**src/rtl/bmu_pkg.sv**
```systemverilog
// Shared encodings for the bit-manipulation extension datapath.
package bmu_pkg;

    localparam int unsigned EXT_SEL_W = 2;

    typedef logic [EXT_SEL_W-1:0] ext_sel_t;

    localparam ext_sel_t EXT_SEXTB = 2'b00;
    localparam ext_sel_t EXT_SEXTH = 2'b01;
    localparam ext_sel_t EXT_ZEXTH = 2'b10;

endpackage

```
**src/rtl/ext.sv**
```systemverilog
// Sign/zero extension unit: sext.b, sext.h, zext.h on a WIDTH-bit operand.
module ext
    import bmu_pkg::*;
#(
    parameter int unsigned WIDTH = 32
) (
    input  logic [WIDTH-1:0] a,
    input  ext_sel_t         ext_select,
    output logic [WIDTH-1:0] result_c
);

    always_comb begin
        result_c = {{(WIDTH-16){1'b0}}, a[15:0]};
        case (ext_select)
            EXT_SEXTB: result_c = {{(WIDTH-8){a[7]}}, a[7:0]};
            EXT_SEXTH: result_c = {{(WIDTH-16){a[15]}}, a[15:0]};
            EXT_ZEXTH: result_c = {{(WIDTH-16){1'b0}}, a[15:0]};
            default:   result_c = {{(WIDTH-16){1'b0}}, a[15:0]};
        endcase
    end

endmodule

```
**src/rtl/ext_arbiter.sv**
```systemverilog
// Round-robin arbiter sharing one extension unit between two requesters,
// with a single registered result slot routed back to the issuing requester.
module ext_arbiter
    import bmu_pkg::*;
#(
    parameter int unsigned WIDTH = 32,
    parameter int unsigned TAGW  = 4
) (
    input  logic             clk,
    input  logic             resetn,

    input  logic             Req0Valid,
    output logic             Req0Ready,
    input  logic [WIDTH-1:0] Req0A,
    input  logic [1:0]       Req0ExtSelect,
    input  logic [TAGW-1:0]  Req0Tag,

    input  logic             Req1Valid,
    output logic             Req1Ready,
    input  logic [WIDTH-1:0] Req1A,
    input  logic [1:0]       Req1ExtSelect,
    input  logic [TAGW-1:0]  Req1Tag,

    output logic             Rsp0Valid,
    input  logic             Rsp0Ready,
    output logic [WIDTH-1:0] Rsp0Result,
    output logic [TAGW-1:0]  Rsp0Tag,

    output logic             Rsp1Valid,
    input  logic             Rsp1Ready,
    output logic [WIDTH-1:0] Rsp1Result,
    output logic [TAGW-1:0]  Rsp1Tag
);

    logic             pri_q,        pri_d;
    logic             out_valid_q,  out_valid_d;
    logic             out_owner_q,  out_owner_d;
    logic [WIDTH-1:0] out_result_q, out_result_d;
    logic [TAGW-1:0]  out_tag_q,    out_tag_d;

    logic             any_valid_c;
    logic             grant_c;
    logic             free_c;
    logic             accept_c;
    logic [WIDTH-1:0] mux_a_c;
    ext_sel_t         mux_sel_c;
    logic [WIDTH-1:0] ext_result_c;

    // Grant: a lone requester wins; on contention the favoured one wins.
    always_comb begin
        any_valid_c = Req0Valid | Req1Valid;
        grant_c     = (Req0Valid & Req1Valid) ? pri_q : Req1Valid;
        free_c      = ~out_valid_q | (out_owner_q ? Rsp1Ready : Rsp0Ready);
        accept_c    = free_c & any_valid_c;
        Req0Ready   = free_c & any_valid_c & ~grant_c;
        Req1Ready   = free_c & any_valid_c & grant_c;
        mux_a_c     = grant_c ? Req1A : Req0A;
        mux_sel_c   = grant_c ? ext_sel_t'(Req1ExtSelect) : ext_sel_t'(Req0ExtSelect);
    end

    ext #(
        .WIDTH (WIDTH)
    ) u_ext (
        .a          (mux_a_c),
        .ext_select (mux_sel_c),
        .result_c   (ext_result_c)
    );

    // Slot update: load on accept, empty when drained without a new accept.
    always_comb begin
        pri_d        = pri_q;
        out_valid_d  = out_valid_q;
        out_owner_d  = out_owner_q;
        out_result_d = out_result_q;
        out_tag_d    = out_tag_q;
        if (accept_c) begin
            out_valid_d  = 1'b1;
            out_owner_d  = grant_c;
            out_result_d = ext_result_c;
            out_tag_d    = grant_c ? Req1Tag : Req0Tag;
            pri_d        = ~grant_c;
        end else if (free_c) begin
            out_valid_d  = 1'b0;
        end
    end

    always_ff @(posedge clk or negedge resetn) begin
        if (!resetn) begin
            pri_q        <= 1'b0;
            out_valid_q  <= 1'b0;
            out_owner_q  <= 1'b0;
            out_result_q <= '0;
            out_tag_q    <= '0;
        end else begin
            pri_q        <= pri_d;
            out_valid_q  <= out_valid_d;
            out_owner_q  <= out_owner_d;
            out_result_q <= out_result_d;
            out_tag_q    <= out_tag_d;
        end
    end

    assign Rsp0Valid  = out_valid_q & ~out_owner_q;
    assign Rsp1Valid  = out_valid_q & out_owner_q;
    assign Rsp0Result = out_result_q;
    assign Rsp1Result = out_result_q;
    assign Rsp0Tag    = out_tag_q;
    assign Rsp1Tag    = out_tag_q;

endmodule

```
**config.mk**
```make
export PLATFORM = sky130hd
export DESIGN_NAME = ext_arbiter
export DESIGN_NICKNAME = d
export VERILOG_FILES = /design/src/rtl/bmu_pkg.sv /design/src/rtl/ext.sv /design/src/rtl/ext_arbiter.sv
export SDC_FILE = /design/constraint.sdc
export NUM_CORES = 1
export LEC_CHECK = 0
export ABC_AREA = 1
export CAP_MARGIN = 20
export CORE_MARGIN = 1
export CORE_UTILIZATION = 45
export DETAILED_ROUTE_END_ITERATION = 8
export DONT_BUFFER_PORTS = 1
export SLEW_MARGIN = 20
export SYNTH_ARGS = -nofsm -noshare
export SYNTH_HDL_FRONTEND = slang
export SYNTH_SLANG_ARGS = --single-unit
```
**constraint.sdc**
```tcl
create_clock -name clk -period 1.4 [get_ports clk]
set_input_delay 0.14 -clock clk [delete_from_list [all_inputs] [get_ports clk]]
set_output_delay 0.14 -clock clk [all_outputs]
set_load 0.02 [all_outputs]
```
# --- Yosys cells after proc, flatten, opt, wreduce, memory -nomap -nowiden ---
# Index checks and enable logic that the tools add are counted.
# Widths: inputs -> output; s select.
totals:
  reg_bits: 39
  latch_bits: 0
  mem_bits_rw: 0
  romBits: 0
  input_bits: 82
  output_inout_bits: 76
  elab_cells: 27
  memories: 0
op_classes:
  n_addsub: 0
  multipliers: 0
  n_div: 0
  n_lt_le_gt_ge: 0
  eq_ne: 1
  n_shift: 0
  n_mux: 8
  n_bitwise: 11
  reduce_logical: 2
op_table:
  columns: ["operator", "count"]
  rows:
  - ["$pmux 32 s2", 1]
  - ["$mux 16", 1]
  - ["$and 1x1->1", 6]
  - ["$mux 1", 4]
  - ["$mux 4", 1]
  - ["$not 1->1", 3]
  - ["$eq 2x1->1 const B", 1]
  - ["$logic_not 2->1", 1]
  - ["$mux 2", 1]
  - ["$or 1x1->1", 2]
  - ["$reduce_bool 2->1", 1]

# --- Logic depth before layout (Yosys ltp) ---
# Gate-level depths: netlist of run 1.
logic_depth:
  depth_word: 5
  ltp_mapped: 10
  ltp_nobuf: 10

# --- Modules after synthesis ---
# From an unflattened synthesis of run 1, not the netlist that was laid out.
unflattened:
  cells_unflattened: 390
  area_unflattened_um2: 2666.3
modules_own_cells:
  columns: ["mod", "instances", "cells_each", "area_per_inst_um2", "seq_area_each_um2"]
  rows:
  - ["ext_arbiter", 1, 344, 2361.0, 975.9]
  - ["ext", 1, 46, 305.3, 0.0]

# --- Worst setup path before layout of run 1 ---
# No wires, ideal clock.
synth_path:
  path_kind: "register to output"
  start: "register, netlist name Rsp0Result[30]"
  end: "output port Rsp0Result[17]"
  arrival_ps: 1159
  required_time_ps: 1260
  path_slack_ps: 101
  stages_incl_launch_ff: 2
  path_buffers: 1
  cell_sequence: "dfrtp_1 -> buf_4"
synth_rtl:
  columns: ["element", "line_no", "rtl"]
  rows:
  - ["to (decl)", "ext_arbiter.sv:26", "output logic [WIDTH-1:0] Rsp0Result,"]

# --- Worst setup path in the final report of run 1 ---
layout_path:
  start: "register out_owner_q"
  end: "output port Req0Ready"
layout_via:
  elab_chain_len: 4
layout_rtl:
  columns: ["element", "line_no", "rtl"]
  rows:
  - ["from (decl)", "ext_arbiter.sv:37", "logic out_owner_q, out_owner_d;"]
  - ["from (signal assigned)", "ext_arbiter.sv:97", "out_owner_q <= out_owner_d;"]
  - ["$mux 1", "ext_arbiter.sv:53", "free_c = ~out_valid_q | (out_owner_q ? Rsp1Ready : Rsp0Ready);"]
  - ["$or 1x1->1", "ext_arbiter.sv:53", null]
  - ["$and 1x1->1 (2 in a row)", "ext_arbiter.sv:55", "Req0Ready = free_c & any_valid_c & ~grant_c;"]
  - ["to (decl)", "ext_arbiter.sv:13", "output logic Req0Ready,"]
# Every way passes these cells.

==> reports/results.ini, run 1 <==
[timing]
fin_tns_setup_ns=-0.02786
hold_viol=0
finalSetupViolations=2
drv_slew=0
max_freq_mhz=705.8
worst_pin_slew_ns=0.4239
skew_ns=0.003815
min_period_over_period=1.012
slew_headroom=0.7163
rsz0062_at_grt=true
layout_min_cycle_time_ns=1.417
setup_ws_ns=-0.01685

[logic_synthesis]
synth_nets=315
synthCells=233
synth-seq-cells=24
synth_cell_types=22
netlist_area_um2=1778
yosys_warnings=0
ys_seq_area_frac=0.3378
postSynthAreaPerCell_um2=7.631

[hold_path]
min_path_cells=2
hp-start=Req1A[4]
hold_class=input pin to flop
whs_endpoint=Rsp0Result[4]

[finish]
antennaDiodeCount=0
nets=293
area_delta_synth_final_pct=5.912
drive_above_1_share=0.2476
fin_area_um2=1883
fillCellCount=352
layout.area.seq_um2=604.3
multiInputGateArea_um2=754.5

[job]
maxCapViolCount=0

[setup_path]
cp-end-kind=primary output
r2r-start=out_owner_q
rrSetupSlack_ns=0.02
cp.arrival_ns=1.28
r2r_cells=8
required_ns=1.26
path_max_fanout=4
critical_path_class=flop to primary output
r2r_end=Rsp0Result[15]
cp-start-kind=flop

[place]
dpl.hpwl_um=2399
dp_slack_ns=0.05157
placed_area_um2=1511
io_buffer_count=0
gp_congestion=0.6717

[global_routing]
antenna_found_initial=0
grt_pass1_vias=1222
overflow=0
use_met1=0.2035
grt_pass1_wl_um=5609
grt_use_met3=0.03521
grt_usage=0.1726
met2_usage=0.3073
top_usage_layer=met2
grt_max_degree=26

[drt]
drt_iter0_markers=47
vias=1281
viasPerCell=4.965
drc=0
finalWirelength_um=3644
wl_per_cell_um=14.12
postRouteAntennaNets=0
drt_first_pass_iters=4

[power_and_ir_drop]
cellPowerDensity_nw_per_um2=2570
p_leak_nw=0.9634
irDropWorstVdd_uv=892.9

[run_status]
status=finished, violations left
violations=setup timing

[die]
core-area_um2=3716
fp.dieH_um=64.86
die_width_um=64.86
std_cell_rows=22
die_area_um2=4206
initial_core_util=0.4785
ios=158

[clocking]
cts.sinks=24
path_clk_slew_ns=0.09
htree_levels=1
clockBufferDepth=2
cts-root-buf=clkbuf_8
clock_latency_ns=0.27
numCtsBuffers=3
cts_tree=done

-- repair_timing --
action	CTS	global route
gates resized for setup	4	14
endpoints found under the hold margin	33	1
cloned	1	1
pin swaps	3	9
hold buffers	11	1
endpoints found under the setup margin	2	23
setup buffers	5	3
-- cells in the final DEF (no fill, tap or decap), drive strengths merged --
cell type / count
inv: 10
a21oi: 2
bufbuf: 1
a31oi: 1
or2: 1
o21ai: 1
clkbuf: 3
dlygate4sd3: 11
dfrtp: 24
nor2: 4
nand3b: 1
nand3: 20
bufinv: 1
nand2: 112
buf: 18
-- cell type report --
cell class / instances / share of cell area
sequential: 24 / 0.3209
multi-input combinational: 142 / 0.4007
clock buffer: 3 / 0.02193
inverter: 10 / 0.02392
timing repair buffer: 30 / 0.1847
clock inverter: 1 / 0.01595
tap: 48 / 0.03189
-- power breakdown --
part / total, mW / internal (mW) / switching, mW
registers: 1.97 / 1.02 / 0.951
clock network: 0.605 / 0.382 / 0.222
logic: 2.26 / 0.754 / 1.51
total: 4.84 / 2.16 / 2.68
-- cells in the mapped netlist --
cell	count	area, um^2
nand3_4	1	17.52
nand3_2	1	10.01
dfrtp_1	24	600.6
a31oi_1	1	6.260
nand3b_2	1	11.26
buf_12	1	20.02
nand3_1	17	85.08
nand2_8	1	20.02
buf_4	53	397.9
nor2_4	2	22.52
buf_6	4	45.04
o21ai_4	1	16.27
inv_1	7	26.28
or2_1	1	6.260
nor2_1	2	7.510
inv_4	1	6.260
inv_6	1	8.760
nand2_2	7	43.79
nand2_4	3	33.78
nand2_1	101	379.1
a21oi_1	2	10.01
inv_2	1	3.750
-- state kept, by name, indices dropped and copies added (netlist names) --
signal	count
Rsp0Result	17
Rsp0Tag	4
out_owner_q	1
out_valid_q	1
pri_q	1
-- kinds of logic after synthesis --
logic type,synth area share
AOI/OAI and AO/OA,0.01830
buffers and inverters,0.2857
DFF,0.3378
and+or+nand+nor,0.3582
-- critical path, cell delays in order, from the launching register on --
cell and delay, ns:
dfrtp_1 0.43, inv_2 0.08, nand2_2 0.06, nand3_4 0.08, o21ai_4 0.09, nor2_4 0.16
buf_12 0.12
-- worst max-delay path by stage --
stage | startpoint | to | depth (start not counted)
after floorplan | Rsp0Result[30] | Rsp0Result[17] | 1
after CTS | out_owner_q | Req0Ready | 7
after detailed placement | out_owner_q | Rsp0Result[15] | 7
after global placement | out_owner_q | Rsp0Result[15] | 7
final | out_owner_q | Req0Ready | 6
after global routing | out_owner_q | Req0Ready | 6
-- routing by layer --
| layer | up-vias | wire length, um |
|---|---|---|
| met4 | 0 | 35 |
| met3 | 4 | 284 |
| met1 | 600 | 1527 |
| met5 | - | 0 |
| met2 | 59 | 1797 |
| li1 | 618 | - |
-- metrics by stage --
stage	hold WS, ns	util	power, mW	instances
floorplan	-0.1556	-	4.396	233
global placement	-0.1552	0.4067	3.946	233
detailed placement	-0.1551	0.4067	3.976	233
CTS	0.001182	0.4808	4.802	254
global route	0.0008028	0.5067	5.173	258
finish	0.001034	0.5067	4.839	258
No activity file was read; power rests on OpenSTA's default activity.
==> run 2: changes to the inputs <==
Settings changed: SETUP_SLACK_MARGIN set to 0.15.
==> run 2 against run 1 <==
The run ends with hold timing, setup timing left. Utilization up 8.5 points. Critical path depth unchanged. Count of clock-buffer cells in the layout unchanged. Via count up 2.5%. Sequential power up 6%. Hold slack worse by 0.0044 ns. Largest power group unchanged.
==> reports/results.ini, run 2 (same netlist as run 1, synthesis figures left out) <==
[run_status]
status=finished, violations left  ; unchanged
violations=hold timing, setup timing  ; was setup timing

[clocking]
cts_tree=done  ; unchanged
clock_latency_ns=0.26  ; was 0.27 ns
cts.sinks=24  ; unchanged
cts-root-buf=clkbuf_8  ; unchanged
numCtsBuffers=3  ; unchanged
path_clk_slew_ns=0.09  ; about the same
clockBufferDepth=2  ; unchanged
htree_levels=1  ; unchanged

[finish]
layout.cells.most_common_list=72 x nand2_1, 25 x nand2_2, 23 x dfrtp_1  ; was 96 x nand2_1, 23 x dfrtp_1, 16 x nand3_1
multiInputGateArea_um2=877.1  ; was 754.5 um^2
fin_area_um2=2200  ; was 1883 um^2
fin_cells=269  ; was 258
antennaDiodeCount=0  ; unchanged
layout.area.seq_um2=604.3  ; unchanged
nets=304  ; was 293
drive_above_1_share=0.4253  ; was 0.2476
mostFrequentLayoutCell=nand2_1  ; unchanged
area_delta_synth_final_pct=23.72  ; was 5.912%
fillCellCount=312  ; was 352
largest_reg_flops=17  ; unchanged

[timing]
rsz0062_at_grt=true  ; unchanged
max_freq_mhz=684.1  ; was 705.8 MHz
holdWs_ns=-0.003326  ; was 0.001034 ns
worst_pin_slew_ns=0.4663  ; was 0.4239 ns
drv_slew=0  ; unchanged
min_period_over_period=1.044  ; was 1.012
setup_ws_ns=-0.06187  ; was -0.01685 ns
layout_min_cycle_time_ns=1.462  ; was 1.417 ns
skew_ns=0.003291  ; was 0.003815 ns
slew_headroom=0.6891  ; was 0.7163
finalSetupViolations=7  ; was 2
hold_viol=1  ; was 0

[drt]
drt_iter0_markers=29  ; was 47
vias=1313  ; was 1281
wl_per_cell_um=15.47  ; was 14.12 um
postRouteAntennaNets=0  ; unchanged
finalWirelength_um=4161  ; was 3644 um
drt_first_pass_iters=4  ; unchanged
viasPerCell=4.881  ; was 4.965
drc=0  ; unchanged

[place]
placed_area_um2=1491  ; was 1511 um^2
dpl.hpwl_um=2392  ; was 2399 um
dp_slack_ns=0.06538  ; was 0.05157 ns
gp_congestion=0.7061  ; was 0.6717
io_buffer_count=0  ; unchanged
dp_cells=232  ; was 233

[global_routing]
grt_pass1_vias=1218  ; was 1222
grt_max_degree=25  ; was 26
overflow=0  ; unchanged
grt_usage=0.1780  ; was 0.1726
grt_pass1_wl_um=5685  ; was 5609 um
antenna_found_initial=0  ; unchanged

[setup_path]
path_max_fanout=7  ; was 4
cp-start-kind=flop  ; unchanged
cp-end-kind=primary output  ; unchanged
required_ns=1.26  ; about the same
critical_path_class=flop to primary output  ; unchanged
cp.arrival_ns=1.32  ; was 1.28 ns

[die]
ios=158  ; unchanged
initial_core_util=0.4785  ; unchanged
fp.dieH_um=64.86  ; unchanged
core-area_um2=3716  ; unchanged
die_area_um2=4206  ; unchanged
std_cell_rows=22  ; unchanged
die_width_um=64.86  ; unchanged

[power_and_ir_drop]
p_leak_nw=1.157  ; was 0.9634 nW
irDropWorstVdd_uv=1245  ; was 892.9 uV
cellPowerDensity_nw_per_um2=2563  ; was 2570 nW/um^2

[hold_path]
hold_class=input pin to flop  ; unchanged

[job]
maxCapViolCount=0  ; unchanged

[run 2: routing by layer]
layer	track usage	part of all wire
met5	0	0
met4	0.03333	0.0091
met3	0.04930	0.071
met2	0.3190	0.53
met1	0.2105	0.39
[run 2: layout make-up]
class / count / share of cell area
timing repair buffer: 42 / 0.2440
multi-input combinational: 141 / 0.3987
sequential: 24 / 0.2747
inverter: 10 / 0.02275
tap: 48 / 0.02730
clock buffer: 3 / 0.01877
clock inverter: 1 / 0.01365
[run 2: timing repair]
item / in CTS / in global routing
setup endpoints to repair: 55 / 50
gates cloned: 1 / 2
endpoints found under the hold margin: 32 / 6
setup buffers: 10 / 3
hold buffers: 10 / 7
resized for setup: 41 / 33
pin swaps: 5 / 7
[run 2: path summary, 6_finish.rpt]
check | start | end | slack, ns | depth (start not counted)
min in group asynchronous | resetn | Rsp0Result[0] | 0.32 | 2
worst max register to register | out_owner_q | Rsp0Result[15] | -0.03 | 10
worst max-delay path | out_owner_q | Req1Ready | -0.06 | 6
worst min-delay path | Req0A[3] | Rsp0Result[3] | -0.003 | 2
worst min register to register | pri_q | pri_q | 0.54 | 2
max in group asynchronous | resetn | Rsp0Result[30] | 0.92 | 2
[run 2: power breakdown]
part | total, mW | switching [mW] | internal (mW)
Clock | 0.606 | 0.224 | 0.382
Combinational | 2.94 | 1.74 | 1.21
Sequential | 2.09 | 1.07 | 1.02
[run 2: per-stage QoR]
stage                      TNS [ns]    util  total power [mW]
after floorplan                   0       -             4.393
after global placement            0  0.4013             3.890
after detailed placement          0  0.4013             3.915
after CTS                 -0.004618  0.5209             5.205
after global routing         -1.922  0.5919             5.972
final                       -0.1655  0.5919             5.638
[run 2: worst max-delay path: stages, from the launching register on]
cell and delay, ns:
dfrtp_1 0.43, inv_2 0.08, nand2_2 0.06, nand3_4 0.08, o21ai_4 0.10, nor2_4 0.15
buf_12 0.15
